## config.mk

```make
export PLATFORM = sky130hd
export DESIGN_NAME = arb_mux_stage_flat
export DESIGN_NICKNAME = d
export VERILOG_FILES = /design/src/rtl/arb_mux_stage_pkg.sv /design/src/rtl/common_pkg.sv /design/src/rtl/arb_mux_stage_if.sv /design/src/rtl/mux.sv /design/src/rtl/arb_mux_stage.sv /design/src/flat_wrapper.sv
export SDC_FILE = /design/constraint.sdc
export NUM_CORES = 1
export LEC_CHECK = 0
export BUFFER_PORTS_ARGS = -buffer_cell sky130_fd_sc_hd__buf_2
export CORE_MARGIN = 2
export CORE_UTILIZATION = 30
export CTS_BUF_LIST = sky130_fd_sc_hd__clkbuf_2 sky130_fd_sc_hd__clkbuf_4 sky130_fd_sc_hd__clkbuf_8
export DETAILED_ROUTE_END_ITERATION = 10
export SLEW_MARGIN = 20
export SYNTH_ARGS = -nofsm -noshare
export SYNTH_HDL_FRONTEND = slang
export SYNTH_SLANG_ARGS = --single-unit
```

## constraint.sdc

```tcl
create_clock -name clk -period 7.25 [get_ports clk]
set_input_delay 0 -clock clk [delete_from_list [all_inputs] [get_ports clk]]
set_output_delay 0 -clock clk [all_outputs]
set_load 0.03 [all_outputs]
```

## src/rtl/arb_mux_stage_pkg.sv

```systemverilog
// Types and helpers for the round-robin arbitration stage.
package arb_mux_stage_pkg;

    typedef enum logic {
        LOCK_OPEN = 1'b0,
        LOCK_HELD = 1'b1
    } lock_state_t;

    // Modulo-n increment by explicit compare, so n need not be a power of 2.
    function automatic int wrap_inc(input int idx, input int n);
        return (idx == n - 1) ? 0 : idx + 1;
    endfunction

endpackage

```

## src/rtl/common_pkg.sv

```systemverilog
// Shared constants for the NoC switch datapath blocks.
package common_pkg;

    localparam int DEFAULT_D_W = 32;
    localparam int ARB_MAX_N   = 16;

endpackage

```

## src/rtl/arb_mux_stage_if.sv

```systemverilog
// Handshake bundle between N competing input queues, the arbitration stage and the output link.
interface arb_mux_stage_if #(
    parameter int N = 6,
    parameter int W = common_pkg::DEFAULT_D_W
);
    localparam int L = $clog2(N);

    logic [N-1:0]        i_valid;
    logic [N-1:0]        i_ready;
    logic [N-1:0][W-1:0] i_data;
    logic [N-1:0]        i_last;
    logic                o_valid;
    logic                o_ready;
    logic [W-1:0]        o_data;
    logic                o_last;
    logic [L-1:0]        o_grant;

    modport master (
        output i_valid, i_data, i_last, o_ready,
        input  i_ready, o_valid, o_data, o_last, o_grant
    );

    modport slave (
        input  i_valid, i_data, i_last, o_ready,
        output i_ready, o_valid, o_data, o_last, o_grant
    );
endinterface

```

## src/rtl/mux.sv

```systemverilog
// Generic N:1 one-of-N data multiplexer; select values at or above N yield zero.
module mux #(
    parameter int N = 2,
    parameter int W = 8
) (
    input  logic [N-1:0][W-1:0] d,
    input  logic [$clog2(N)-1:0] s,
    output logic [W-1:0]         y
);

    always_comb begin
        y = '0;
        for (int i = 0; i < N; i++) begin
            if (int'(s) == i) y = d[i];
        end
    end

endmodule

```

## src/rtl/arb_mux_stage.sv

```systemverilog
// Registered N:1 round-robin arbitration stage feeding a NoC switch output link.
// Define ARB_MUX_STAGE_LAST_LOCK_EN to hold the grant on one input until its i_last beat.
module arb_mux_stage
    import common_pkg::*;
    import arb_mux_stage_pkg::*;
#(
    parameter int N = 6,
    parameter int W = DEFAULT_D_W
) (
    input  logic           clk,
    input  logic           rst_n,
    arb_mux_stage_if.slave bus
);
    localparam int L = $clog2(N);

    if (N < 2 || N > ARB_MAX_N) begin : g_bad_n
        $error("arb_mux_stage: N=%0d outside 2..%0d", N, ARB_MAX_N);
    end

    logic         r_valid;
    logic [W-1:0] r_data;
    logic         r_last;
    logic [L-1:0] r_grant;
    logic [L-1:0] r_ptr;
`ifdef ARB_MUX_STAGE_LAST_LOCK_EN
    lock_state_t  r_lock;
    logic [L-1:0] r_lock_idx;
`endif

    logic         w_load;
    logic         w_any;
    logic         w_xfer;
    logic [L-1:0] w_winner;
    logic [W-1:0] w_mux_y;

    assign w_load = ~r_valid | bus.o_ready;
    // Gating with rst_n keeps every input unready while the stage is held in reset.
    assign w_xfer = rst_n & w_load & w_any;

    always_comb begin
        int idx;
        idx      = 0;
        w_any    = 1'b0;
        w_winner = '0;
        for (int k = 0; k < N; k++) begin
            idx = int'(r_ptr) + k;
            if (idx >= N) idx = idx - N;
            if (!w_any && bus.i_valid[idx[L-1:0]]) begin
                w_any    = 1'b1;
                w_winner = idx[L-1:0];
            end
        end
`ifdef ARB_MUX_STAGE_LAST_LOCK_EN
        if (r_lock == LOCK_HELD) begin
            w_any    = bus.i_valid[r_lock_idx];
            w_winner = r_lock_idx;
        end
`endif
    end

    always_comb begin
        bus.i_ready = '0;
        if (w_xfer) bus.i_ready[w_winner] = 1'b1;
    end

    mux #(.N(N), .W(W)) u_mux (
        .d (bus.i_data),
        .s (w_winner),
        .y (w_mux_y)
    );

    always_ff @(posedge clk or negedge rst_n) begin
        if (!rst_n) begin
            r_valid    <= 1'b0;
            r_data     <= '0;
            r_last     <= 1'b0;
            r_grant    <= '0;
            r_ptr      <= '0;
`ifdef ARB_MUX_STAGE_LAST_LOCK_EN
            r_lock     <= LOCK_OPEN;
            r_lock_idx <= '0;
`endif
        end else if (w_load) begin
            r_valid <= w_any;
            if (w_any) begin
                r_data  <= w_mux_y;
                r_last  <= bus.i_last[w_winner];
                r_grant <= w_winner;
`ifdef ARB_MUX_STAGE_LAST_LOCK_EN
                // The pointer stays frozen mid-packet and only advances on the closing beat.
                if (bus.i_last[w_winner]) begin
                    r_lock <= LOCK_OPEN;
                    r_ptr  <= L'(wrap_inc(int'(w_winner), N));
                end else begin
                    r_lock     <= LOCK_HELD;
                    r_lock_idx <= w_winner;
                end
`else
                r_ptr <= L'(wrap_inc(int'(w_winner), N));
`endif
            end
        end
    end

    assign bus.o_valid = r_valid;
    assign bus.o_data  = r_data;
    assign bus.o_last  = r_last;
    assign bus.o_grant = r_grant;

endmodule

```

## src/flat_wrapper.sv

```systemverilog
// flat-port wrapper written by rule: the top's interface ports become plain ports
module arb_mux_stage_flat import common_pkg::*; import arb_mux_stage_pkg::*;
#(
    parameter int N = 6,
    parameter int W = DEFAULT_D_W
)
  (clk, rst_n, bus_i_valid, bus_i_data, bus_i_last, bus_o_ready, bus_i_ready, bus_o_valid, bus_o_data, bus_o_last, bus_o_grant);
  arb_mux_stage_if #(.N(N), .W(W)) bus_i ();
  input  logic clk;
  input  logic rst_n;
  input wire logic [$bits(bus_i.i_valid)-1:0] bus_i_valid;
  input wire logic [$bits(bus_i.i_data)-1:0] bus_i_data;
  input wire logic [$bits(bus_i.i_last)-1:0] bus_i_last;
  input wire logic [$bits(bus_i.o_ready)-1:0] bus_o_ready;
  output wire logic [$bits(bus_i.i_ready)-1:0] bus_i_ready;
  output wire logic [$bits(bus_i.o_valid)-1:0] bus_o_valid;
  output wire logic [$bits(bus_i.o_data)-1:0] bus_o_data;
  output wire logic [$bits(bus_i.o_last)-1:0] bus_o_last;
  output wire logic [$bits(bus_i.o_grant)-1:0] bus_o_grant;
  assign bus_i.i_valid = bus_i_valid;
  assign bus_i.i_data = bus_i_data;
  assign bus_i.i_last = bus_i_last;
  assign bus_i.o_ready = bus_o_ready;
  assign bus_i_ready = bus_i.i_ready;
  assign bus_o_valid = bus_i.o_valid;
  assign bus_o_data = bus_i.o_data;
  assign bus_o_last = bus_i.o_last;
  assign bus_o_grant = bus_i.o_grant;
  arb_mux_stage #(.N(N), .W(W)) u_core (.clk(clk), .rst_n(rst_n), .bus(bus_i));
endmodule
```

==> impl_metrics.sql <==
INSERT INTO impl_metrics (metric_group, metric, value, unit) VALUES
('yosys', 'netlist.top_cell.by_area', 'sky130_fd_sc_hd__dfrtp_1', ''),
('hold_path', 'hold_path_startpoint', 'bus_i_data[139]', ''),
('route', 'route.final.wire_length', '19850', 'um'),
('floorplan', 'floorplan.initialDensity', '30.67', '%'),
('critical_path', 'worst_path_max_delay_cell', 'sky130_fd_sc_hd__dfrtp_1', ''),
('global_route', 'initial_antenna_violation_count', '2', ''),
('sta', 'finalSetupTns', '0', 'ps'),
('sta', 'final.min_clock_period', '5859', 'ps'),
('yosys', 'synth.top_cells.by_area', 'sky130_fd_sc_hd__dfrtp_1 (22%), sky130_fd_sc_hd__o211a_1 (4.7%), sky130_fd_sc_hd__a221o_1 (4.5%), sky130_fd_sc_hd__a32oi_1 (4.1%), sky130_fd_sc_hd__o2111ai_1 (4.1%)', ''),
('cells_and_area', 'nNetsFinal', '1002', ''),
('sta', 'max_slew.worst_pin.slew', '1153', 'ps'),
('cells_and_area', 'area_growth_syn_to_layout', '30.27', '%'),
('yosys', 'number_of_flops_mapped_to_enable_cells_by_yosys', '0', ''),
('clock_network', 'cts-root-buf', 'sky130_fd_sc_hd__clkbuf_8', ''),
('critical_path', 'worstReg2RegStart', 'u_core.r_ptr[0]', ''),
('clock_network', 'clk_latency', '300', 'ps'),
('yosys', 'synth-seq-area-share', '21.55', '%'),
('sta', 'finalClockSkew', '7.659', 'ps'),
('route', 'vias_per_cell', '5.996', ''),
('clock_network', 'tritoncts', 'done', ''),
('sta', 'maxSlewViolCount', '0', ''),
('yosys', 'syn-cell-area', '4646', 'um2'),
('clock_network', 'cts_htree_levels', '2', ''),
('placed_design', 'place_hpwl', '13450', 'um'),
('critical_path', 'regToRegSetupSlack', '1390', 'ps'),
('floorplan', 'top_level_ports', '250', ''),
('cells_and_area', 'post_route_cells_drive_above_1_share', '37.45', '%'),
('yosys', 'postSynthNetCount', '807', ''),
('sta', 'finalHoldViolations', '0', ''),
('floorplan', 'die-height', '128.4', 'um'),
('global_route', 'wire_length_of_the_first_global_routing_pass', '30230', 'um'),
('route', 'drt_drc_violations_left', '0', ''),
('critical_path', 'setup.worst_path.start', 'u_core.r_ptr[0]', ''),
('floorplan', 'total_die_area', '16500', 'um2'),
('global_route', 'vias_in_the_first_global_route', '5536', ''),
('sta', 'setup_viol', '0', ''),
('yosys', 'synth_warnings', '0', ''),
('route', 'wl_per_cell', '20.34', 'um'),
('yosys', 'post_synthesis_area_per_instance', '7.874', 'um2'),
('critical_path', 'critical_path.endpoint_type', 'flop', ''),
('yosys', 'ys_async_sr_fraction', '100.0', '%'),
('cells_and_area', 'multi_input_area', '3344', 'um2'),
('sta', 'max_freq', '170.7', 'MHz'),
('clock_network', 'tritoncts_num_sinks', '40', ''),
('clock_network', 'clock_path_buffers', '2', ''),
('critical_path', 'crit_arrival', '6050', 'ps'),
('global_route', 'grt_start_max_net_pins', '91', ''),
('clock_network', 'numCtsBuffers', '5', ''),
('sta', 'unrepaired_setup_endpoints_after_global_routing', 'no', ''),
('yosys', 'syn-instance-count', '590', ''),
('route', 'dr_total_vias', '5852', ''),
('route', 'ant_nets', '0', ''),
('critical_path', 'critical_path.n_buffers_inverters', '4', ''),
('critical_path', 'critPathMaxFanout', '42', ''),
('placed_design', 'globalplace.congestion', '0.8583', ''),
('placed_design', 'io_buffers', '249', ''),
('clock_network', 'clkTransAtPathRegs', '90', 'ps'),
('run_status', 'run_status', 'finished, final reports clean', ''),
('yosys', 'synth.top_cell.area_share', '21.55', '%'),
('hold_path', 'worst_hold_path_type', 'in -> reg', ''),
('floorplan', 'dieWidth', '128.4', 'um'),
('critical_path', 'worst_ep_required_time', '7440', 'ps'),
('critical_path', 'worstSetupStartpointType', 'flop', ''),
('route', 'pre_antenna_drt_iters', '5', ''),
('global_route', 'global_route.overflow_total', '0', ''),
('critical_path', 'timing.critical_path.slowest_cell_delay', '1030', 'ps'),
('global_route', 'grt_util_all_layers', '23.03', '%'),
('critical_path', 'worst-setup-path-type', 'reg -> reg', ''),
('floorplan', 'coreArea', '15150', 'um2'),
('critical_path', 'critical_path.top_delay_family', 'compound AO/OA/AOI/OAI gates', ''),
('route', 'drt_iter0_markers', '387', '');
state kept, by name (all words and copies together) (netlist names):
name                count
u_core.bus.o_data      32
u_core.bus.o_grant      3
u_core.bus.o_last       1
u_core.bus.o_valid      1
u_core.r_ptr            3
through the flow:
step	setup WS, ps	hold slack (ps)	util (%)	instance area, um2	std cells
after floorplan	2627	-295.6	-	4646	590
after global placement	1438	127.2	39.08	5919	964
after detailed placement	1318	138.8	39.08	5919	964
after CTS	1270	36.52	39.85	6036	973
after global routing	937.4	60.11	39.93	6047	974
final	1391	46.18	39.96	6052	976
cell families after synthesis:
logic type                 share of synthesized area, %
AOI/OAI and AO/OA                                 41.56
and+or+nand+nor                                   22.68
muxes                                             3.016
xor gates and xnor gates                          1.131
DFF                                               21.55
buffers and inverters                             7.380
adders and majority gates                         2.693
what timing repair did:
item / in CTS / in global routing
buffers inserted: 0 / 0
hold buffers: 2 / 0
gates resized for setup: 0 / 0
setup endpoints to repair: 0 / 0
hold endpoints to repair: 41 / 0
path summary, 6_finish.rpt:
check                                              to  depth (start not counted)
worst max-delay path            u_core.bus.o_data[21]                         17
max in group asynchronous       u_core.bus.o_data[26]                          3
worst min register to register  u_core.bus.o_grant[1]                          2
min in group asynchronous       u_core.bus.o_data[18]                          3
worst max register to register  u_core.bus.o_data[21]                         17
worst min-delay path            u_core.bus.o_data[11]                          4
synthesized netlist by cell type, types with 3 or more instances:
master / n
sky130_fd_sc_hd__clkbuf_1: 47
sky130_fd_sc_hd__a221oi_1: 11
sky130_fd_sc_hd__a221o_1: 21
sky130_fd_sc_hd__xnor2_1: 4
sky130_fd_sc_hd__dfrtp_1: 40
sky130_fd_sc_hd__inv_1: 6
sky130_fd_sc_hd__o21a_1: 13
sky130_fd_sc_hd__o211a_1: 22
sky130_fd_sc_hd__nor2_1: 51
sky130_fd_sc_hd__nand2_1: 15
sky130_fd_sc_hd__nand2b_1: 6
sky130_fd_sc_hd__a21oi_1: 13
sky130_fd_sc_hd__a32oi_1: 22
sky130_fd_sc_hd__a31oi_1: 23
sky130_fd_sc_hd__a211o_1: 11
sky130_fd_sc_hd__ha_1: 10
sky130_fd_sc_hd__o21ai_0: 35
sky130_fd_sc_hd__o2111ai_1: 22
sky130_fd_sc_hd__nand4_1: 24
sky130_fd_sc_hd__o21ai_1: 5
sky130_fd_sc_hd__buf_2: 19
sky130_fd_sc_hd__a211oi_1: 20
sky130_fd_sc_hd__buf_4: 5
sky130_fd_sc_hd__or3_1: 3
sky130_fd_sc_hd__nand3_1: 37
sky130_fd_sc_hd__mux2_2: 3
sky130_fd_sc_hd__mux2i_1: 5
sky130_fd_sc_hd__nor3_1: 19
sky130_fd_sc_hd__nor2b_1: 25
placed cells by master, fill, tap and decap left out, drive strengths merged, types with 5 or more instances in the layout:
cell       n
dfrtp     40
o21a      13
ha        10
a221oi    11
nand2b     6
nand3     37
o2111ai   22
a221o     21
nor2      52
o21ai     41
nor2b     25
nor3      20
inv        6
mux2i      5
clkbuf     7
buf      259
a211o     11
a32oi     22
a31oi     23
nand2     15
a21oi     14
a211oi    22
nand4     24
o211a     23
layout make-up:
cell class                      instances  share of cell area (%)
Multi-Input combinational cell        470                   55.26
Clock buffer                            7                   1.592
Inverter                                7                  0.4342
Antenna cell                            3                  0.1240
Sequential cell                        40                   16.54
Tap cell                              188                   3.887
Timing Repair Buffer                  261                   22.16
worst min-delay path, cell delays in order:
cell,delay [ps]
sky130_fd_sc_hd__buf_2,80
sky130_fd_sc_hd__nand3_1,50
sky130_fd_sc_hd__o21ai_0,70
sky130_fd_sc_hd__a221o_1,130
per-layer routing:
layer | part of all wire [%] | GRT usage, % | vias to the layer above
met4 | 2.7 | 7.757 | 0
li1 | - | - | 2750
met5 | 0 | 0 | -
met3 | 7.4 | 4.782 | 40
met2 | 46 | 36.45 | 279
met1 | 44 | 31.32 | 2783
Power is left out: the tool's default activity adds up to more than one toggle a clock period on the data nets, which glitch-free logic cannot reach.
